File: src/rtl/ysyx_24080014_lsu.sv
// ysyx_24080014_lsu -- single-outstanding load/store unit.
//
// Accepts one load or store request at a time. The request is checked for
// errors and alignment, then turned into an aligned memory bus access with
// byte strobes. Load data is shifted down, masked and extended before it is
// returned. Every output comes straight from a flop.
//
// Ports:
//   clk, rst               clock, asynchronous active-high reset
//   in_valid / in_ready    request handshake. in_ready is high only in IDLE.
//   in_ren, in_wen         load / store select (both low = no-op)
//   in_size, in_sign       access size (0 byte .. 3 double), sign-extend loads
//   in_addr, in_wdata      byte address, right-aligned store data
//   mem_req / mem_gnt      memory request handshake
//   mem_we, mem_addr       write enable, address aligned to the bus word
//   mem_wstrb, mem_wdata   byte strobes and lane-aligned store data
//   mem_rvalid, mem_rdata  read response. It is only looked at in WAIT.
//   out_valid / out_ready  response handshake
//   out_rdata, out_err     load result (0 for stores), error flag
module ysyx_24080014_lsu #(
    parameter int XLEN   = 32,
    parameter int ADDR_W = 32
) (
    input  logic                clk,
    input  logic                rst,
    input  logic                in_valid,
    output logic                in_ready,
    input  logic                in_ren,
    input  logic                in_wen,
    input  logic [1:0]          in_size,
    input  logic                in_sign,
    input  logic [ADDR_W-1:0]   in_addr,
    input  logic [XLEN-1:0]     in_wdata,
    output logic                mem_req,
    input  logic                mem_gnt,
    output logic                mem_we,
    output logic [ADDR_W-1:0]   mem_addr,
    output logic [XLEN/8-1:0]   mem_wstrb,
    output logic [XLEN-1:0]     mem_wdata,
    input  logic                mem_rvalid,
    input  logic [XLEN-1:0]     mem_rdata,
    output logic                out_valid,
    input  logic                out_ready,
    output logic [XLEN-1:0]     out_rdata,
    output logic                out_err
);

    localparam int STRB_W = XLEN / 8;
    localparam int OFF_W  = $clog2(STRB_W);

    typedef enum logic [1:0] {
        S_IDLE = 2'd0,
        S_REQ  = 2'd1,
        S_WAIT = 2'd2,
        S_RESP = 2'd3
    } state_e;

    // Selects the 2^size byte field at bit 0 of raw, then sign- or zero-fills
    // the upper bits. Full-width accesses come back unchanged.
    function automatic logic [XLEN-1:0] extend_load(input logic [XLEN-1:0] raw,
                                                    input logic [1:0]      size,
                                                    input logic            sign);
        logic [XLEN-1:0] fmask;
        logic            topbit;
        case (size)
            2'd0: begin fmask = ~({XLEN{1'b1}} << 32'd8);  topbit = raw[7];  end
            2'd1: begin fmask = ~({XLEN{1'b1}} << 32'd16); topbit = raw[15]; end
            2'd2: begin fmask = ~({XLEN{1'b1}} << 32'd32); topbit = raw[31]; end
            default: begin fmask = {XLEN{1'b1}}; topbit = raw[XLEN-1]; end
        endcase
        return (raw & fmask) | ({XLEN{sign & topbit}} & ~fmask);
    endfunction

    state_e              state_q, state_d;
    logic [1:0]          size_q, size_d;
    logic                sign_q, sign_d;
    logic [OFF_W-1:0]    off_q, off_d;
    logic                in_ready_q, in_ready_d;
    logic                mem_req_q, mem_req_d;
    logic                mem_we_q, mem_we_d;
    logic [ADDR_W-1:0]   mem_addr_q, mem_addr_d;
    logic [STRB_W-1:0]   mem_wstrb_q, mem_wstrb_d;
    logic [XLEN-1:0]     mem_wdata_q, mem_wdata_d;
    logic                out_valid_q, out_valid_d;
    logic [XLEN-1:0]     out_rdata_q, out_rdata_d;
    logic                out_err_q, out_err_d;

    logic                misalign;
    logic                acc_err;
    logic [7:0]          strb_base8;
    logic [STRB_W-1:0]   strb_shifted;
    logic [OFF_W-1:0]    in_off;

    assign in_off = in_addr[OFF_W-1:0];

    // Decode alignment and strobe pattern of the incoming request.
    always_comb begin
        case (in_size)
            2'd0:    begin misalign = 1'b0;            strb_base8 = 8'h01; end
            2'd1:    begin misalign = in_addr[0];      strb_base8 = 8'h03; end
            2'd2:    begin misalign = |in_addr[1:0];   strb_base8 = 8'h0F; end
            default: begin misalign = |in_addr[2:0];   strb_base8 = 8'hFF; end
        endcase
        // A double access on a 32-bit bus has no legal lane mapping.
        acc_err      = (in_ren & in_wen) | misalign |
                       ((in_size == 2'd3) && (XLEN == 32));
        strb_shifted = STRB_W'(strb_base8) << in_off;
    end

    // Next-state and next-output computation for the request FSM.
    always_comb begin
        state_d     = state_q;
        size_d      = size_q;
        sign_d      = sign_q;
        off_d       = off_q;
        in_ready_d  = in_ready_q;
        mem_req_d   = mem_req_q;
        mem_we_d    = mem_we_q;
        mem_addr_d  = mem_addr_q;
        mem_wstrb_d = mem_wstrb_q;
        mem_wdata_d = mem_wdata_q;
        out_valid_d = out_valid_q;
        out_rdata_d = out_rdata_q;
        out_err_d   = out_err_q;
        case (state_q)
            S_IDLE: begin
                if (in_valid) begin
                    size_d     = in_size;
                    sign_d     = in_sign;
                    off_d      = in_off;
                    in_ready_d = 1'b0;
                    if (acc_err) begin
                        state_d     = S_RESP;
                        out_valid_d = 1'b1;
                        out_err_d   = 1'b1;
                        out_rdata_d = {XLEN{1'b0}};
                    end else if (!in_ren && !in_wen) begin
                        state_d     = S_RESP;
                        out_valid_d = 1'b1;
                        out_err_d   = 1'b0;
                        out_rdata_d = {XLEN{1'b0}};
                    end else begin
                        state_d     = S_REQ;
                        mem_req_d   = 1'b1;
                        mem_we_d    = in_wen;
                        mem_addr_d  = {in_addr[ADDR_W-1:OFF_W], {OFF_W{1'b0}}};
                        mem_wstrb_d = in_wen ? strb_shifted : {STRB_W{1'b0}};
                        mem_wdata_d = in_wdata << {in_off, 3'b000};
                    end
                end else begin
                    in_ready_d = 1'b1;
                end
            end
            S_REQ: begin
                if (mem_gnt) begin
                    mem_req_d = 1'b0;
                    if (mem_we_q) begin
                        state_d     = S_RESP;
                        out_valid_d = 1'b1;
                        out_err_d   = 1'b0;
                        out_rdata_d = {XLEN{1'b0}};
                    end else begin
                        state_d = S_WAIT;
                    end
                end else begin
                    state_d = S_REQ;
                end
            end
            S_WAIT: begin
                if (mem_rvalid) begin
                    state_d     = S_RESP;
                    out_valid_d = 1'b1;
                    out_err_d   = 1'b0;
                    out_rdata_d = extend_load(mem_rdata >> {off_q, 3'b000}, size_q, sign_q);
                end else begin
                    state_d = S_WAIT;
                end
            end
            S_RESP: begin
                if (out_ready) begin
                    state_d     = S_IDLE;
                    out_valid_d = 1'b0;
                    in_ready_d  = 1'b1;
                end else begin
                    state_d = S_RESP;
                end
            end
            default: begin
                state_d     = S_IDLE;
                in_ready_d  = 1'b1;
                mem_req_d   = 1'b0;
                out_valid_d = 1'b0;
            end
        endcase
    end

    // State and output registers. Reset drops any in-flight access.
    always_ff @(posedge clk or posedge rst) begin
        if (rst) begin
            state_q     <= S_IDLE;
            size_q      <= 2'd0;
            sign_q      <= 1'b0;
            off_q       <= {OFF_W{1'b0}};
            in_ready_q  <= 1'b1;
            mem_req_q   <= 1'b0;
            mem_we_q    <= 1'b0;
            mem_addr_q  <= {ADDR_W{1'b0}};
            mem_wstrb_q <= {STRB_W{1'b0}};
            mem_wdata_q <= {XLEN{1'b0}};
            out_valid_q <= 1'b0;
            out_rdata_q <= {XLEN{1'b0}};
            out_err_q   <= 1'b0;
        end else begin
            state_q     <= state_d;
            size_q      <= size_d;
            sign_q      <= sign_d;
            off_q       <= off_d;
            in_ready_q  <= in_ready_d;
            mem_req_q   <= mem_req_d;
            mem_we_q    <= mem_we_d;
            mem_addr_q  <= mem_addr_d;
            mem_wstrb_q <= mem_wstrb_d;
            mem_wdata_q <= mem_wdata_d;
            out_valid_q <= out_valid_d;
            out_rdata_q <= out_rdata_d;
            out_err_q   <= out_err_d;
        end
    end

    assign in_ready  = in_ready_q;
    assign mem_req   = mem_req_q;
    assign mem_we    = mem_we_q;
    assign mem_addr  = mem_addr_q;
    assign mem_wstrb = mem_wstrb_q;
    assign mem_wdata = mem_wdata_q;
    assign out_valid = out_valid_q;
    assign out_rdata = out_rdata_q;
    assign out_err   = out_err_q;

endmodule

File: config.mk
export PLATFORM = sky130hd
export DESIGN_NAME = ysyx_24080014_lsu
export DESIGN_NICKNAME = d
export VERILOG_FILES = /design/src/rtl/ysyx_24080014_lsu.sv
export SDC_FILE = /design/constraint.sdc
export NUM_CORES = 1
export LEC_CHECK = 0
export ABC_CLOCK_PERIOD_IN_PS = 2650
export BUFFER_PORTS_ARGS = -buffer_cell sky130_fd_sc_hd__buf_4
export CORE_ASPECT_RATIO = 1.4
export CORE_MARGIN = 8
export CORE_UTILIZATION = 44
export DETAILED_ROUTE_END_ITERATION = 8
export GPL_ROUTABILITY_DRIVEN = 0
export PLACE_DENSITY = 0.73
export SETUP_SLACK_MARGIN = 0.3
export SLEW_MARGIN = 20
export SYNTH_ARGS = -nofsm -noshare
export SYNTH_HDL_FRONTEND = slang
export SYNTH_SLANG_ARGS = --single-unit
File: constraint.sdc
create_clock -name clk -period 2.65 [get_ports clk]
set_input_delay 0 -clock clk [delete_from_list [all_inputs] [get_ports clk]]
set_output_delay 0 -clock clk [all_outputs]
set_load 0.01 [all_outputs]
==> results.py, run 1 <==
metrics = {
    "clock_tree": {
        "clock_sinks": 110,
        "tritoncts": "done",
        "post-cts-setup-buffers": 0,
        "cts-buffers-inserted": 9,
        "clk-insertion-delay-late_ns": 0.34,
        "clk_pin_slew_worst_paths_ns": 0.07,
        "cts.path.max_buffers": 2,
        "htree_levels": 3,
        "root_buffer": "clkbuf_16",
    },
    "global_route": {
        "grt_pass1_vias": 5502,
        "grt_pass1_wl_mm": 28.7,
        "track_usage_pct": 22.7,
        "grtUsageMet1_pct": 25.6,
        "met2_usage_pct": 37.9,
        "use_met3_pct": 8.41,
        "grt_overflow": 0,
        "grt_max_degree": 52,
        "antenna_found_initial": 1,
        "busiest_layer": "met2",
    },
    "placement": {
        "hpwlAfterDp_mm": 13.6,
        "port_buffers": 209,
    },
    "sta": {
        "worst_pin_slew_ns": 0.731,
        "setup_viol": 0,
        "hold_viol_final": 0,
        "fin_crit_sh_pct": 77.5,
        "slew_viol_final": 0,
        "rsz0062_at_grt": "false",
        "max_clock_freq_mhz": 487,
        "maxSlewHeadroom_pct": 51.1,
        "fin_skew_ns": 0.00648,
        "timing.final.crit_period_ns": 2.05,
        "finalSetupTns_ns": 0,
    },
    "logic_synthesis": {
        "syn_area_mm2": 0.00547,
        "synth_edf_count": 0,
        "yosysSeqAreaShare_pct": 50.4,
        "netlist_instances": 512,
        "synth_warnings": 0,
        "ys_ff_latch": 110,
        "syn_area_per_cell_um2": 10.7,
        "synthDistinctLibCells": 43,
        "ys_dominant_reg_cell": "dfrtp_1",
        "synthArstFlopShare_pct": 100,
    },
    "outcome": {
        "outcome": "complete, no violations",
    },
    "pwr": {
        "power.density_mw_per_mm2": 1020,
        "ir_worst_vdd_uv": 622,
        "power.leakage_nw": 3.82,
    },
    "drt": {
        "avgViaCountPerCell": 5.51,
        "drt_pass1_iterations": 5,
        "drc": 0,
        "drt_iter0_drc": 247,
        "post_drt_wl_per_cell_um": 20.2,
        "antenna_left": 0,
        "num_vias": 5049,
        "wl_mm": 18.5,
    },
    "floorplanning": {
        "initial_core_util_pct": 44.6,
        "dieArea_mm2": 0.0163,
        "coreArea_mm2": 0.0123,
        "ios": 212,
        "die_x_um": 110,
        "num_rows": 48,
        "die_y_um": 148,
    },
    "cells_and_area": {
        "final_nets": 873,
        "areaGrowthSynthToFinish_pct": 46.9,
        "nFillCells": 969,
        "utilization_pct": 65.6,
        "drive_above_1_share_pct": 39.0,
        "final_common_cell": "buf_4",
        "final_cell_mix": "buf_4 (218), dfrtp_1 (109), dlygate4sd3_1 (56), nand2_1 (53), o21ai_0 (53)",
    },
    "worst_hold_path": {
        "whs_path_depth": 3,
        "hold_path.startpoint": "in_wdata[12]",
        "hold_class": "in2reg",
        "min_to": "mem_wdata[20]$_DFFE_PP0P_",
    },
    "run": {
        "drv_cap": 0,
    },
    "worst_setup_path": {
        "cp-end-kind": "flop",
        "worst_r2r_path_depth": 6,
        "r2r_start": "state_q[0]$_DFFE_PP0N_",
        "startpoint": "state_q[0]$_DFFE_PP0N_",
        "arrival_ns": 2.33,
        "cp.required_ns": 2.92,
        "crit_type": "reg2reg",
        "worstReg2RegEnd": "out_rdata[13]$_DFFE_PP0P_",
        "critPathLaunchType": "flop",
        "reg2reg_slack_ns": 0.60,
        "cp_max_fo": 11,
    },
}
[metal layers]
metal / up-vias / part of all wire (%)
li1: 2354 / -
met1: 2415 / 37
met2: 247 / 49
met3: 33 / 11
met4: 0 / 2.9
met5: - / 0
[registers in the layout (all words and copies together) (netlist names)]
signal,cells
in_ready,1
mem_addr,30
mem_req,1
mem_wdata,32
mem_we,1
mem_wstrb,4
off_q,2
out_err,1
out_rdata,32
out_valid,1
sign_q,1
size_q,2
state_q,2
[where the power goes]
group          internal, W  switching (W)  total (W)  leakage [nW]
Sequential         0.00240       0.000495    0.00289          1.41
Combinational      0.00198        0.00209    0.00407          2.27
Clock             0.000660       0.000597    0.00126         0.135
[area by class of cell]
type,instances,area (um2),share of cell area [%]
flip-flops and latches,110,2750,34.3
inverters,7,30.0,0.374
well taps,150,188,2.34
multi-input cells,357,2530,31.5
clock buffers,10,239,2.98
diodes,1,2.50,0.0312
repair buffers,277,2260,28.1
clock inverters,5,35.0,0.436
[repair_timing]
action,4_1_cts,5_1_grt
hold buffers,56,0
resized for setup,1,3
pin swaps,0,0
endpoints found under the hold margin,88,0
endpoints found under the setup margin,7,30
[through the flow]
step	area (um2)	setup slack, ns	power (W)	instances	hold slack, ns
2_1_floorplan	5470	0.697	0.00504	513	0.0998
3_3_place_gp	7180	0.440	0.00673	845	0.138
3_5_place_dp	7180	0.302	0.00688	845	0.148
4_1_cts	8020	0.360	0.00824	916	0.000319
5_1_grt	8030	0.415	0.00876	917	0.0161
6_report	8030	0.595	0.00822	917	0.00717
[Yosys cell counts (all sizes together) (2+ instances only)]
cell type	n	share of area [%]
clkbuf	17	1.2
a31oi	2	0.23
mux2i	33	6.0
nand3b	2	0.27
nor2	24	1.6
a22o	7	1.1
nand2	54	3.7
mux2	51	11
nor3	2	0.37
a211oi	8	1.1
inv	7	0.48
buf	22	2.2
o2111ai	2	0.43
a221o	2	0.39
nand2b	3	0.34
ha	4	0.92
o2bb2ai	17	2.7
nand3	3	0.27
o211ai	11	1.5
o21ai	53	4.9
nor2b	13	1.5
a22oi	9	1.2
dfrtp	109	50
a21oi	35	3.2
o31ai	9	1.2
[worst max-delay path by stage]
stage                                      to  slack, ns  cells after the start
floorplan           out_rdata[10]$_DFFE_PP0P_       0.70                      8
global placement    out_rdata[12]$_DFFE_PP0P_       0.44                      6
detailed placement  out_rdata[13]$_DFFE_PP0P_       0.30                      6
CTS                 out_rdata[13]$_DFFE_PP0P_       0.36                      6
global route        out_rdata[15]$_DFFE_PP0P_       0.42                      7
finish              out_rdata[13]$_DFFE_PP0P_       0.60                      6
[logic make-up (layout without fill, tap and decap cells)]
group,after synthesis,after routing,synth area share (%)
compound gates,162,162,19.2
xor+xnor,1,1,0.160
fa+ha+maj,4,4,0.916
buf+inv,46,299,3.89
flops,110,110,50.4
mux,85,85,17.0
other cells,1,3,0.0686
simple gates,103,103,8.40
[worst max-delay path, stage by stage, from the launching register on]
cell and delay (ns):
dfrtp_1 0.42, inv_1 0.10, ha_2 0.29, nand2_2 0.16, a221o_2 0.50, nor3_4 0.33, a22o_1 0.18
Power figures use the tool's default switching activity.
==> run 2, diff against run 1 <==
--- a/config.mk
+++ b/config.mk
@@ -5,7 +5,7 @@
 export SDC_FILE = /design/constraint.sdc
 export NUM_CORES = 1
 export LEC_CHECK = 0
-export ABC_CLOCK_PERIOD_IN_PS = 2650
+export ABC_CLOCK_PERIOD_IN_PS = 1700
 export BUFFER_PORTS_ARGS = -buffer_cell sky130_fd_sc_hd__buf_4
 export CORE_ASPECT_RATIO = 1.4
 export CORE_MARGIN = 8
==> constraint.sdc (replaced) <==
create_clock -name clk -period 1.7 [get_ports clk]
set_input_delay 0 -clock clk [delete_from_list [all_inputs] [get_ports clk]]
set_output_delay 0 -clock clk [all_outputs]
set_load 0.01 [all_outputs]
==> run 2 against run 1 <==
  * Combinational power is 130% higher
  * Final area is 19% higher
  * Via count is 10% higher
  * Cell count is 6.8% higher
  * Highest routed layer unchanged
  * Worst setup slack worse by 0.72 ns
  * Register-to-register slack worse by 0.72 ns
  * Critical path depth is 2 lower
  * Clock power is 84% higher
  * Critical path type unchanged
  * The flow now finishes with violations (setup timing)
==> results.py, run 2 (synthesized netlist as in run 1, its figures left out) <==
metrics = {
    "outcome": {
        "outcome": "finished, violations left",
        "violations": "setup timing",
    },
    "cells_and_area": {
        "drive_above_1_share_pct": 54.2,
        "final_nets": 935,
        "areaGrowthSynthToFinish_pct": 74.6,
        "design_area_mm2": 0.00955,
        "final_cell_mix": "buf_4 (236), dfrtp_1 (109), dlygate4sd3_1 (62), mux2_2 (49), mux2i_1 (32)",
        "antenna_cells": 0,
        "final_common_cell": "buf_4",
    },
    "clock_tree": {
        "cts.path.max_buffers": 2,
        "clk-insertion-delay-late_ns": 0.36,
        "root_buffer": "clkbuf_16",
        "clock_sinks": 110,
        "clk_pin_slew_worst_paths_ns": 0.08,
        "tritoncts": "done",
        "cts-buffers-inserted": 9,
        "htree_levels": 3,
    },
    "sta": {
        "maxSlewHeadroom_pct": 48.8,
        "worst_pin_slew_ns": 0.766,
        "hold_ws_ns": 0.0132,
        "max_clock_freq_mhz": 548,
        "fin_skew_ns": 0.00902,
        "setup_viol": 50,
        "slew_viol_final": 0,
        "timing.final.ws_setup_ns": -0.125,
        "fin_crit_sh_pct": 107,
        "hold_viol_final": 0,
        "timing.final.crit_period_ns": 1.82,
        "rsz0062_at_grt": "true",
    },
    "pwr": {
        "power.density_mw_per_mm2": 1700,
        "switching_share_pct": 39.1,
        "ir_worst_vdd_uv": 955,
        "finalPower_w": 0.0162,
        "p_sw_w": 0.00633,
        "pwr-share-seq_pct": 28.4,
        "pwr-share-clk_pct": 14.3,
        "p_int_w": 0.00986,
        "power.leakage_nw": 4.43,
        "pwr-share-comb_pct": 57.2,
    },
    "drt": {
        "wl_met1_mm": 8.03,
        "antenna_left": 0,
        "wl_met2_mm": 11.2,
        "num_vias": 5570,
        "top_layer": "met4",
        "drc": 0,
        "drt_iter0_drc": 252,
        "post_drt_wl_per_cell_um": 22.6,
        "dr_wl_met3_mm": 2.09,
        "wl_mm": 22.1,
        "avgViaCountPerCell": 5.69,
        "drt_pass1_iterations": 7,
    },
    "floorplanning": {
        "die_y_um": 148,
        "coreArea_mm2": 0.0123,
        "num_rows": 48,
        "initial_core_util_pct": 44.6,
        "dieArea_mm2": 0.0163,
        "die_x_um": 110,
        "ios": 212,
    },
    "global_route": {
        "grt_max_degree": 78,
        "track_usage_pct": 24.5,
        "antenna_found_initial": 0,
        "grt_pass1_vias": 5952,
        "grt_overflow": 0,
        "grt_pass1_wl_mm": 31.2,
    },
    "placement": {
        "hpwlAfterDp_mm": 13.7,
        "port_buffers": 209,
        "placed_area_mm2": 0.00754,
    },
    "worst_setup_path": {
        "crit_type": "reg2reg",
        "critPathLaunchType": "flop",
        "cp.required_ns": 1.94,
        "arrival_ns": 2.07,
        "cp-end-kind": "flop",
        "cp_max_fo": 8,
    },
    "run": {
        "drv_cap": 0,
    },
    "worst_hold_path": {
        "hold_class": "in2reg",
    },
}
run 2: cell types whose count changed in the layout (fill, tap and decap cells not counted), moves of 10 or more:
cell and delta:
buf_6 +15, nand2_2 +10, o21ai_2 +31, nand2_4 +18, nand2_1 -28, o21ai_0 -38, buf_4 +18
run 2: timing repair:
action	in CTS	in global routing
resized for setup	39	120
setup buffers	3	10
hold buffers	61	1
hold endpoints to repair	176	1
pin swaps	7	54
setup endpoints to repair	102	103
cloned	7	6
run 2: worst paths after layout:
kind | startpoint | to | slack [ns] | depth (start not counted)
setup / recovery | off_q[1]$_DFFE_PP0P_ | out_rdata[26]$_DFFE_PP0P_ | -0.12 | 4
hold / removal | mem_rdata[31] | out_rdata[31]$_DFFE_PP0P_ | 0.01 | 3
setup reg to reg | off_q[1]$_DFFE_PP0P_ | out_rdata[26]$_DFFE_PP0P_ | -0.12 | 4
hold reg to reg | out_err$_DFFE_PP0P_ | out_err$_DFFE_PP0P_ | 0.49 | 1
max in group asynchronous | rst | in_ready$_DFFE_PP1P_ | 0.98 | 4
min in group asynchronous | rst | out_rdata[10]$_DFFE_PP0P_ | 0.34 | 4
run 2: layer usage:
layer	global-route usage (%)	up-vias
met5	0	-
met4	10.2	0
met3	9.11	55
met2	41.3	284
met1	26.7	2727
li1	-	2504
run 2: critical path, stage by stage (launching register included):
cell       delay, ns
dfrtp_1         0.39
mux4_2          0.56
a221o_4         0.46
a22oi_1         0.22
o2bb2ai_1       0.08
run 2: final cells by class:
type	count	area, um2
multi-input combinational	359	3170
tap	150	188
inverter	7	30.0
clock inverter	7	96.3
fill	736	2710
sequential	110	2750
clock buffer	9	225
timing repair buffer	337	3080
run 2: per-stage QoR:
step	instances	setup slack, ns	util (%)	TNS, ns
finish	979	-0.125	77.9	-3.33
floorplan	513	-0.103	-	-0.840
global route	979	-0.202	77.9	-6.72
CTS	962	-0.130	72.4	-3.48
global placement	875	-0.0962	61.5	-0.921
detailed placement	875	-0.175	61.5	-3.18
run 2: power groups by stage:
stage | clock network (W) | logic, W | registers, W
2_1_floorplan | 0 | 0.00356 | 0.00483
3_3_place_gp | 0 | 0.00706 | 0.00440
3_5_place_dp | 0 | 0.00727 | 0.00446
4_1_cts | 0.00235 | 0.00835 | 0.00443
5_1_grt | 0.00243 | 0.00982 | 0.00472
6_report | 0.00232 | 0.00927 | 0.00460
